File: src/rtl/issue_scoreboard.sv
`default_nettype none
// +--------------------------------------------------------------------------+
// | issue_scoreboard: DECODE-to-execute issue control with a pending-write    |
// | scoreboard, outstanding-write limit and MUL busy sequencing.              |
// | Optional stall counter: define ISSUE_SCOREBOARD_STALL_CNT_EN.            |
// | Revision: 1.0                                                             |
// +--------------------------------------------------------------------------+
module issue_scoreboard #(
  parameter int          NUM_REGS     = 32,
  parameter int          MAX_INFLIGHT = 4,
  parameter int          MUL_LAT      = 3,
  parameter logic [3:0]  MUL_CODE     = 4'b0110
) (
  input  logic                clock,
  input  logic                reset,
  input  logic                id_valid,
  output logic                id_ready,
  input  logic [3:0]          id_ctrl,
  input  logic [4:0]          id_rs1,
  input  logic [4:0]          id_rs2,
  input  logic                id_uses_rs2,
  input  logic [4:0]          id_rd,
  input  logic                id_regwrite,
  input  logic                wb_valid,
  input  logic [4:0]          wb_rd,
  input  logic                flush,
  output logic                ex_issue,
  output logic [3:0]          ex_ctrl,
  output logic [4:0]          ex_rd,
  output logic [NUM_REGS-1:0] pending_mask,
`ifdef ISSUE_SCOREBOARD_STALL_CNT_EN
  output logic [31:0]         stall_cycles,
`endif
  output logic [3:0]          inflight_cnt,
  output logic                mul_busy
);

  localparam int         c_cnt_w        = (MUL_LAT < 2) ? 1 : $clog2(MUL_LAT + 1);
  localparam logic [c_cnt_w-1:0] c_mul_lat = c_cnt_w'(MUL_LAT);
  localparam logic [3:0] c_max_inflight = 4'(MAX_INFLIGHT);

  typedef enum logic [0:0] {
    ST_RUN      = 1'b0,
    ST_MUL_BUSY = 1'b1
  } state_t;

  state_t               r_state, w_state_nxt;
  logic [c_cnt_w-1:0]   r_mul_cnt, w_mul_cnt_nxt;
  logic [NUM_REGS-1:0]  r_pending, w_pending_nxt, w_eff_pending;
  logic [3:0]           r_inflight, w_inflight_nxt;
  logic                 r_ex_issue;
  logic [3:0]           r_ex_ctrl;
  logic [4:0]           r_ex_rd;
  logic                 w_hazard, w_wb_hit, w_full, w_ready, w_issue, w_set;

  // Writeback in the current cycle is bypassed so a dependent op can issue alongside it.
  always_comb begin
    w_eff_pending = r_pending;
    if (wb_valid) w_eff_pending[wb_rd] = 1'b0;
    w_eff_pending[0] = 1'b0;
  end

  assign w_hazard = w_eff_pending[id_rs1]
                  | (id_uses_rs2 & w_eff_pending[id_rs2])
                  | (id_regwrite & w_eff_pending[id_rd]);
  assign w_wb_hit = wb_valid & r_pending[wb_rd] & (wb_rd != 5'd0);
  assign w_full   = id_regwrite & (r_inflight == c_max_inflight) & ~w_wb_hit;
  assign w_ready  = reset & (r_state == ST_RUN) & ~w_hazard & ~w_full & ~flush;
  assign w_issue  = id_valid & w_ready;
  assign w_set    = w_issue & id_regwrite & (id_rd != 5'd0);

  always_comb begin
    w_pending_nxt = r_pending;
    if (w_wb_hit) w_pending_nxt[wb_rd] = 1'b0;
    if (w_set)    w_pending_nxt[id_rd] = 1'b1;
    w_inflight_nxt = r_inflight;
    case ({w_set, w_wb_hit})
      2'b10:   w_inflight_nxt = r_inflight + 4'd1;
      2'b01:   w_inflight_nxt = r_inflight - 4'd1;
      default: w_inflight_nxt = r_inflight;
    endcase
  end

  always_comb begin
    w_state_nxt   = r_state;
    w_mul_cnt_nxt = r_mul_cnt;
    case (r_state)
      ST_RUN: begin
        if (w_issue && (id_ctrl == MUL_CODE)) begin
          w_state_nxt   = ST_MUL_BUSY;
          w_mul_cnt_nxt = c_mul_lat;
        end
      end
      ST_MUL_BUSY: begin
        if (r_mul_cnt <= c_cnt_w'(1)) begin
          w_state_nxt   = ST_RUN;
          w_mul_cnt_nxt = '0;
        end else begin
          w_mul_cnt_nxt = r_mul_cnt - c_cnt_w'(1);
        end
      end
      default: begin
        w_state_nxt   = ST_RUN;
        w_mul_cnt_nxt = '0;
      end
    endcase
  end

  always_ff @(posedge clock) begin
    if (!reset) begin
      r_state    <= ST_RUN;
      r_mul_cnt  <= '0;
      r_pending  <= '0;
      r_inflight <= '0;
      r_ex_issue <= 1'b0;
      r_ex_ctrl  <= '0;
      r_ex_rd    <= '0;
    end else if (flush) begin
      r_state    <= ST_RUN;
      r_mul_cnt  <= '0;
      r_pending  <= '0;
      r_inflight <= '0;
      r_ex_issue <= 1'b0;
    end else begin
      r_state    <= w_state_nxt;
      r_mul_cnt  <= w_mul_cnt_nxt;
      r_pending  <= w_pending_nxt;
      r_inflight <= w_inflight_nxt;
      r_ex_issue <= w_issue;
      if (w_issue) begin
        r_ex_ctrl <= id_ctrl;
        r_ex_rd   <= id_rd;
      end
    end
  end

`ifdef ISSUE_SCOREBOARD_STALL_CNT_EN
  logic [31:0] r_stall_cycles;

  always_ff @(posedge clock) begin
    if (!reset) begin
      r_stall_cycles <= '0;
    end else if (id_valid && !w_ready && (r_stall_cycles != 32'hFFFF_FFFF)) begin
      r_stall_cycles <= r_stall_cycles + 32'd1;
    end
  end

  assign stall_cycles = r_stall_cycles;
`endif

  assign id_ready     = w_ready;
  assign ex_issue     = r_ex_issue;
  assign ex_ctrl      = r_ex_ctrl;
  assign ex_rd        = r_ex_rd;
  assign pending_mask = r_pending;
  assign inflight_cnt = r_inflight;
  assign mul_busy     = (r_state == ST_MUL_BUSY);

endmodule
`default_nettype wire

File: config.mk
export PLATFORM = sky130hd
export DESIGN_NAME = issue_scoreboard
export DESIGN_NICKNAME = d
export VERILOG_FILES = /design/src/rtl/issue_scoreboard.sv
export SDC_FILE = /design/constraint.sdc
export NUM_CORES = 1
export LEC_CHECK = 0
export ABC_CLOCK_PERIOD_IN_PS = 5200
export CORE_ASPECT_RATIO = 2
export CORE_MARGIN = 2
export CORE_UTILIZATION = 35
export DETAILED_ROUTE_END_ITERATION = 8
export PLACE_DENSITY = 0.56
export SLEW_MARGIN = 20
export SYNTH_ARGS = -nofsm -noshare
export SYNTH_HDL_FRONTEND = slang
export SYNTH_SLANG_ARGS = --single-unit
File: constraint.sdc
create_clock -name clock -period 5.2 [get_ports clock]
set_input_delay 1.04 -clock clock [delete_from_list [all_inputs] [get_ports clock]]
set_output_delay 1.04 -clock clock [all_outputs]
set_load 0.05 [all_outputs]
* Word level (Yosys, flattened, before mapping) *
Cells that the tools add are included.

cells by class
  add/sub/neg operators = 3
  $lt $le $gt $ge = 7
  mux-type cells = 22
  reduce and logical (&&, ||, !) cells = 8
  bitwise operators = 24
  equality and inequality tests = 5

operators with widths
  kind                                                                                  count
  32-bit 2-to-1 mux                                                                     3
  32-bit AND                                                                            1
  32-bit NOT                                                                            1
  32-bit bitwise OR                                                                     1
  5-bit by 6-bit < comparator with 1-bit output (second input constant)                 4
  1-bit binary-select mux with 5-bit select                                             4
  1-bit AND                                                                             13
  1-bit demux with 5-bit select                                                         2
  5-bit by 1-bit greater-or-equal comparator with 1-bit output (second input constant)  2
  5-bit nonzero test                                                                    2
  4-bit by 3-bit == test with 1-bit output (second input constant)                      2
  1-bit 2-to-1 mux                                                                      8
  4-bit case mux with 2 select lines                                                    1
  1-bit NOT                                                                             6
  4-bit by 1-bit adder with 4-bit output (second input constant)                        1
  2-bit 2-to-1 mux                                                                      2
  2-bit case mux with 2 select lines                                                    1
  4-bit by 1-bit subtractor with 4-bit output (second input constant)                   1
  1-bit logical AND                                                                     3
  2-bit by 1-bit == test with 1-bit output (second input constant)                      1
  2-bit == test (second input constant)                                                 1
  2-bit by 1-bit <= comparator with 1-bit output (second input constant)                1
  2-bit by 1-bit != test with 1-bit output (second input constant)                      1
  1-bit bitwise OR                                                                      2
  5 further kinds                                                                       5

word-level totals
  output and inout bits = 48
  bits of input ports = 31
  flip-flop bits (word level) = 49

* Logic depth before layout (Yosys ltp) *
  word-level depth = 21
  gate-level depth with buffers = 19
  gate-level depth less buffers = 16

* Worst setup path after synthesis *
OpenSTA, ideal clock, no wires.

  path kind = input to register
  start point = in wb_rd[2]
  end point = reg r_inflight[2] (netlist: inflight_cnt[2])
  cell stages on the path = 17
  path slack = 0.700 ns
  library setup time = 0.071 ns
  path buffers = 2
  arrival time = 4.429 ns
  path through = buf_2 > or4b_4 > o21a_1 > a311o_1 > a311o_1 > a41oi_2 > nand3_4 > buf_6 > inv_2 > nand3_1 > ha_1 > xor2_1 > ha_1 > a21oi_1 > xor2_1 > or3_1 > a21oi_1

on the way
  cells in the longest elaborated chain, start to end = 21

ends and longest elaborated chain
  item                                                                                                                                                        RTL line  source
  from (decl)                                                                                                                                                 25        input logic [4:0] wb_rd,
  5-bit by 6-bit < comparator with 1-bit output (not written as such) / 5-bit by 1-bit greater-or-equal comparator with 1-bit output (equally long branches)  59        if (wb_valid) w_eff_pending[wb_rd] = 1'b0;
  1-bit logical AND (not written as such)                                                                                                                     59
  1-bit 2-to-1 mux (not written as such)                                                                                                                      59
  1-bit demux with 5-bit select                                                                                                                               59
  32-bit NOT (no source line)                                                                                                                                 -
  32-bit AND (no source line)                                                                                                                                 -
  32-bit 2-to-1 mux                                                                                                                                           59
  1-bit binary-select mux with 5-bit select                                                                                                                   64        | (id_uses_rs2 & w_eff_pending[id_rs2])
  [... 2 more ...]                                                                                                                                            -
  1-bit bitwise OR                                                                                                                                            64
  1-bit bitwise OR                                                                                                                                            65        | (id_regwrite & w_eff_pending[id_rd]);
  1-bit NOT                                                                                                                                                   68        assign w_ready = reset & (r_state == ST_RUN) & ~w_hazard & ~w_full & ~flush;
  1-bit AND (3 in series)                                                                                                                                     68
  1-bit AND                                                                                                                                                   69        assign w_issue = id_valid & w_ready;
  1-bit AND (2 in series)                                                                                                                                     70        assign w_set = w_issue & id_regwrite & (id_rd != 5'd0);
  2-bit by 1-bit == test with 1-bit output / 2-bit == test (equally long branches)                                                                            77        case ({w_set, w_wb_hit})
  4-bit case mux with 2 select lines / 2-bit nonzero test (equally long branches)                                                                             -
  to (signal assigned)                                                                                                                                        128       r_inflight <= w_inflight_nxt;
  to (decl)                                                                                                                                                   50        logic [3:0] r_inflight, w_inflight_nxt;

Parallel ways exist; a longest one is shown, timed or not. The select of a mux whose other input is x is not followed.
A chain may end at the register's enable or synchronous reset.

* Worst setup path after layout *
  start point = in wb_rd[2]
  end point = out id_ready

on the way
  cells in the longest elaborated chain, start to end = 16

ends and longest elaborated chain
  item                                                                                                                                                        RTL line  source
  5-bit by 6-bit < comparator with 1-bit output (not written as such) / 5-bit by 1-bit greater-or-equal comparator with 1-bit output (equally long branches)  59
  1-bit logical AND (not written as such)                                                                                                                     59
  1-bit 2-to-1 mux (not written as such)                                                                                                                      59
  1-bit demux with 5-bit select                                                                                                                               59
  32-bit NOT (no source line)                                                                                                                                 -
  32-bit AND (no source line)                                                                                                                                 -
  32-bit 2-to-1 mux                                                                                                                                           59
  1-bit binary-select mux with 5-bit select                                                                                                                   64
  1-bit 2-to-1 mux (not written as such)                                                                                                                      64
  1-bit AND                                                                                                                                                   64
  1-bit bitwise OR                                                                                                                                            64
  1-bit bitwise OR                                                                                                                                            65
  1-bit NOT                                                                                                                                                   68
  1-bit AND                                                                                                                                                   68
  1-bit AND (*) (2 in series)                                                                                                                                 68
  to (decl)                                                                                                                                                   17        output logic id_ready,

Mark *: on every way between the ends. The rest lies on a longest branch, timed or not. The select of a mux whose other input is x is not followed.

==> flow_summary_export.csv <==
group,metric,value,unit
grt,grt_busiest_layer,"met2",
critical_path,r2r-end,"inflight_cnt[2]",
clock_tree,cts_resized,0,
critical_path,start_kind,"input port",
timing,holdWs,0.426,ns
critical_path,cp_max_fo,11,
grt,grt_pass1_vias,4232,
cells_and_area,final-seq-area,981,µm²
floorplan,num_rows,52,
timing,tightest_slew,1.25,ns
pwr,p_leak,0.00175,µW
clock_tree,clk_latency,0.29,ns
grt,grt_use_met1,27.8,%
pwr,combPwrFrac,22.0,%
floorplan,fp.dieW,75.9,µm
grt,use_met3,2.81,%
cells_and_area,area_delta_synth_final,37.0,%
logic_synthesis,synth_edf_count,0,
pwr,p_per_area,181,nW/µm²
cells_and_area,final_cells,693,
clock_tree,cts.path.max_buffers,2,
logic_synthesis,seq_area_frac_synth,27.1,%
timing,rsz0062_at_grt,"no",
logic_synthesis,synth.avg_cell_area,7.92,µm²
place,dp_cells,684,
grt,grtUsageMet2,51.2,%
cells_and_area,finalNetCount,591,
clock_tree,cts.sinks,49,
timing,max_slew_margin,15.8,%
critical_path,reg2reg_depth,17,
timing,setup_viol,0,
cells_and_area,num_antenna_cells,0,
critical_path,regToRegSetupSlack,1.66,ns
logic_synthesis,ys_async_sr_fraction,0,%
timing,skew,0.00552,ns
timing,clock.fmax,197,MHz
critical_path,reg2reg_from,"pending_mask[24]",
grt,overflow,0,
critical_path,critPathKind,"input port to primary output",
floorplan,initial_core_util,35.9,%
timing,min_period_over_period,97.5,%
floorplan,fp.dieH,148,µm
clock_tree,clkTransAtPathRegs,0.06,ns
clock_tree,cts_tree,"yes",
floorplan,ioPinCount,79,
grt,grt_pass1_wl,23800,µm
min_path,hold-path-cell-count,2,
route,vias,4243,
pwr,ir_worst_vdd,0.197,mV
logic_synthesis,synth_nets,491,
timing,slew_viol_final,0,
route,vias_per_cell,6.12,
critical_path,cp-end-kind,"primary output",
grt,grt_max_degree,45,
route,drt-total-wl,15500,µm
pwr,clkPwrFrac,35.4,%
route,first_pass_iters,5,
min_path,holdPathEnd,"pending_mask[0]",
pwr,p_sw,263,µW
logic_synthesis,ys_ff_latch,49,
critical_path,worstPathRequired,4.16,ns
critical_path,crit_arrival,4.03,ns
pwr,swShare,29.4,%
clock_tree,cts_root_buf,"clkbuf_16",
floorplan,core_area,10100,µm²
timing,post-route-min-period,5.07,ns
logic_synthesis,synthesis.area,3620,µm²
logic_synthesis,syn-instance-count,457,
place,place_hpwl,12200,µm
min_path,holdCritPathClass,"flip-flop to flip-flop",
pwr,p_seq_share,42.6,%
route,wire_per_inst,22.3,µm
min_path,worstHoldStart,"pending_mask[0]",
job,cap_violations,0,
pwr,p_int,633,µW
cells_and_area,fillers,990,
route,drc,0,
logic_synthesis,synth_ff_type,"dfxtp_1",
place,port_buffers,78,
grt,grt_usage,27.5,%
place,gp_congestion,0.973,
floorplan,die-area,11200,µm²
route,ant_nets,0,
route,drt-initial-drc-count,397,
clock_tree,numCtsBuffers,5,
logic_synthesis,ys_warn_count,0,
timing,hold_violations,0,
grt,antenna_found_initial,0,
cells_and_area,final_layout_size_suffix_gt1_share,14.7,%
clock_tree,htree_num_levels,2,
outcome,status,"finished, final reports clean",
cells_and_area,multiInputGateArea,2400,µm²
timing,setup_tns,0,ns
logic_synthesis,synth_cell_types,65,
registers in the layout (all words and copies together) (netlist names):
register      flops
mul_busy          1
ex_rd             5
inflight_cnt      4
ex_issue          1
ex_ctrl           4
pending_mask     32
r_mul_cnt         2
worst max-delay path, cell delays in order:
cell	delay [ns]
clkdlybuf4s50_1	0.56
nand4b_1	0.42
buf_4	0.26
o21ai_0	0.22
nand3b_1	0.11
a311oi_1	0.35
nand4_1	0.17
nor4_2	0.37
buf_4	0.19
and2_1	0.18
buf_12	0.15
timing repair:
action	in CTS	in global routing
buffers inserted	0	1
hold buffers	0	0
setup endpoints to repair	0	3
layout make-up:
| type | instances | share of cell area [%] |
|---|---|---|
| clock inverters | 3 | 0.353 |
| repair buffers | 132 | 24.1 |
| inverters | 19 | 1.44 |
| flip-flops and latches | 49 | 19.8 |
| well taps | 135 | 3.41 |
| multi-input cells | 350 | 48.4 |
| clock buffers | 5 | 2.52 |
how the worst max path moves through the flow:
stage | start | slack, ns | end | depth (start not counted)
floorplan | wb_rd[2] | 0.70 | inflight_cnt[2] | 17
finish | wb_rd[2] | 0.13 | id_ready | 11
detailed placement | wb_rd[2] | -0.05 | inflight_cnt[2] | 18
global route | wb_rd[2] | 0.01 | inflight_cnt[3] | 18
CTS | wb_rd[2] | 0.05 | id_ready | 10
global placement | wb_rd[2] | -0.07 | inflight_cnt[2] | 18
kinds of logic (layout without fill, tap and decap cells):
kind of cell	after synthesis	in the layout	synth area share, %
compound gates	141	141	25.7
fa+ha+maj	3	3	1.04
xor+xnor	5	5	1.21
simple gates	160	160	24.1
flops	49	49	27.1
buf+inv	58	159	6.63
mux	41	41	14.2
placed cells by master (no fill, tap or decap), drive strengths merged, types with 4 or more instances in the layout:
cell / synthesis / final
clkbuf: 25 / 5
o21ai: 41 / 41
nand4: 8 / 8
a21oi: 9 / 9
o2111ai: 5 / 5
nor2b: 7 / 7
nor2: 24 / 24
nand2: 28 / 28
nand2b: 7 / 7
clkdlybuf4s50: 0 / 77
nand3: 39 / 39
inv: 19 / 19
o211ai: 17 / 17
mux2i: 30 / 30
and2: 4 / 4
dfxtp: 49 / 49
o22ai: 37 / 37
buf: 14 / 55
mux4: 8 / 8
nor3: 16 / 16
xor2: 4 / 4
layer usage:
layer / share of wire (%) / wire, µm
met1: 35 / 5410
met2: 53 / 8180
met3: 3.9 / 601
met4: 8.1 / 1260
met5: 0 / 0
through the flow:
| stage | cell area, µm² | util, % | total power (µW) | setup slack, ns |
|---|---|---|---|---|
| after floorplan | 3620 | - | 503 | 0.700 |
| after global routing | 4960 | 49.2 | 932 | 0.0121 |
| after CTS | 4950 | 49.1 | 904 | 0.0542 |
| after global placement | 4810 | 47.7 | 585 | -0.0706 |
| after detailed placement | 4810 | 47.7 | 585 | -0.0526 |
| final | 4960 | 49.2 | 897 | 0.129 |
power by group through the flow:
stage,Combinational [µW],Sequential [µW],Clock [µW]
after CTS,195,382,327
final,197,382,317
after detailed placement,194,391,0
after global routing,210,382,340
after global placement,194,391,0
after floorplan,97.2,406,0
synth_stat cells (3+ instances only):
cell        n  share of area, %
nand4_1     8               1.4
and3_1      3              0.52
o21ai_1     7              0.97
ha_1        3               1.0
a31oi_1     3              0.52
and2_1      4              0.69
o211ai_1   17               3.5
mux2_2      3              0.93
nand4bb_1   3              0.93
o21ai_0    34               4.7
buf_1       3              0.31
nor2b_1     7               1.2
mux2i_1    30               8.3
xor2_1      4              0.97
nand2_1    28               2.9
clkbuf_1   25               2.6
dfxtp_1    49                27
a22oi_1     3              0.62
nand2b_1    7               1.2
inv_1      18               1.9
nand4b_1    3              0.73
mux4_2      8               5.0
a21oi_1     9               1.2
nor3b_1     3              0.62
nand3_1    38               5.3
o22ai_1    37               6.4
buf_2       9               1.2
o2111ai_1   5               1.2
nor2_1     24               2.5
nor3_1     16               2.2
(Power assumes the default switching activity.)
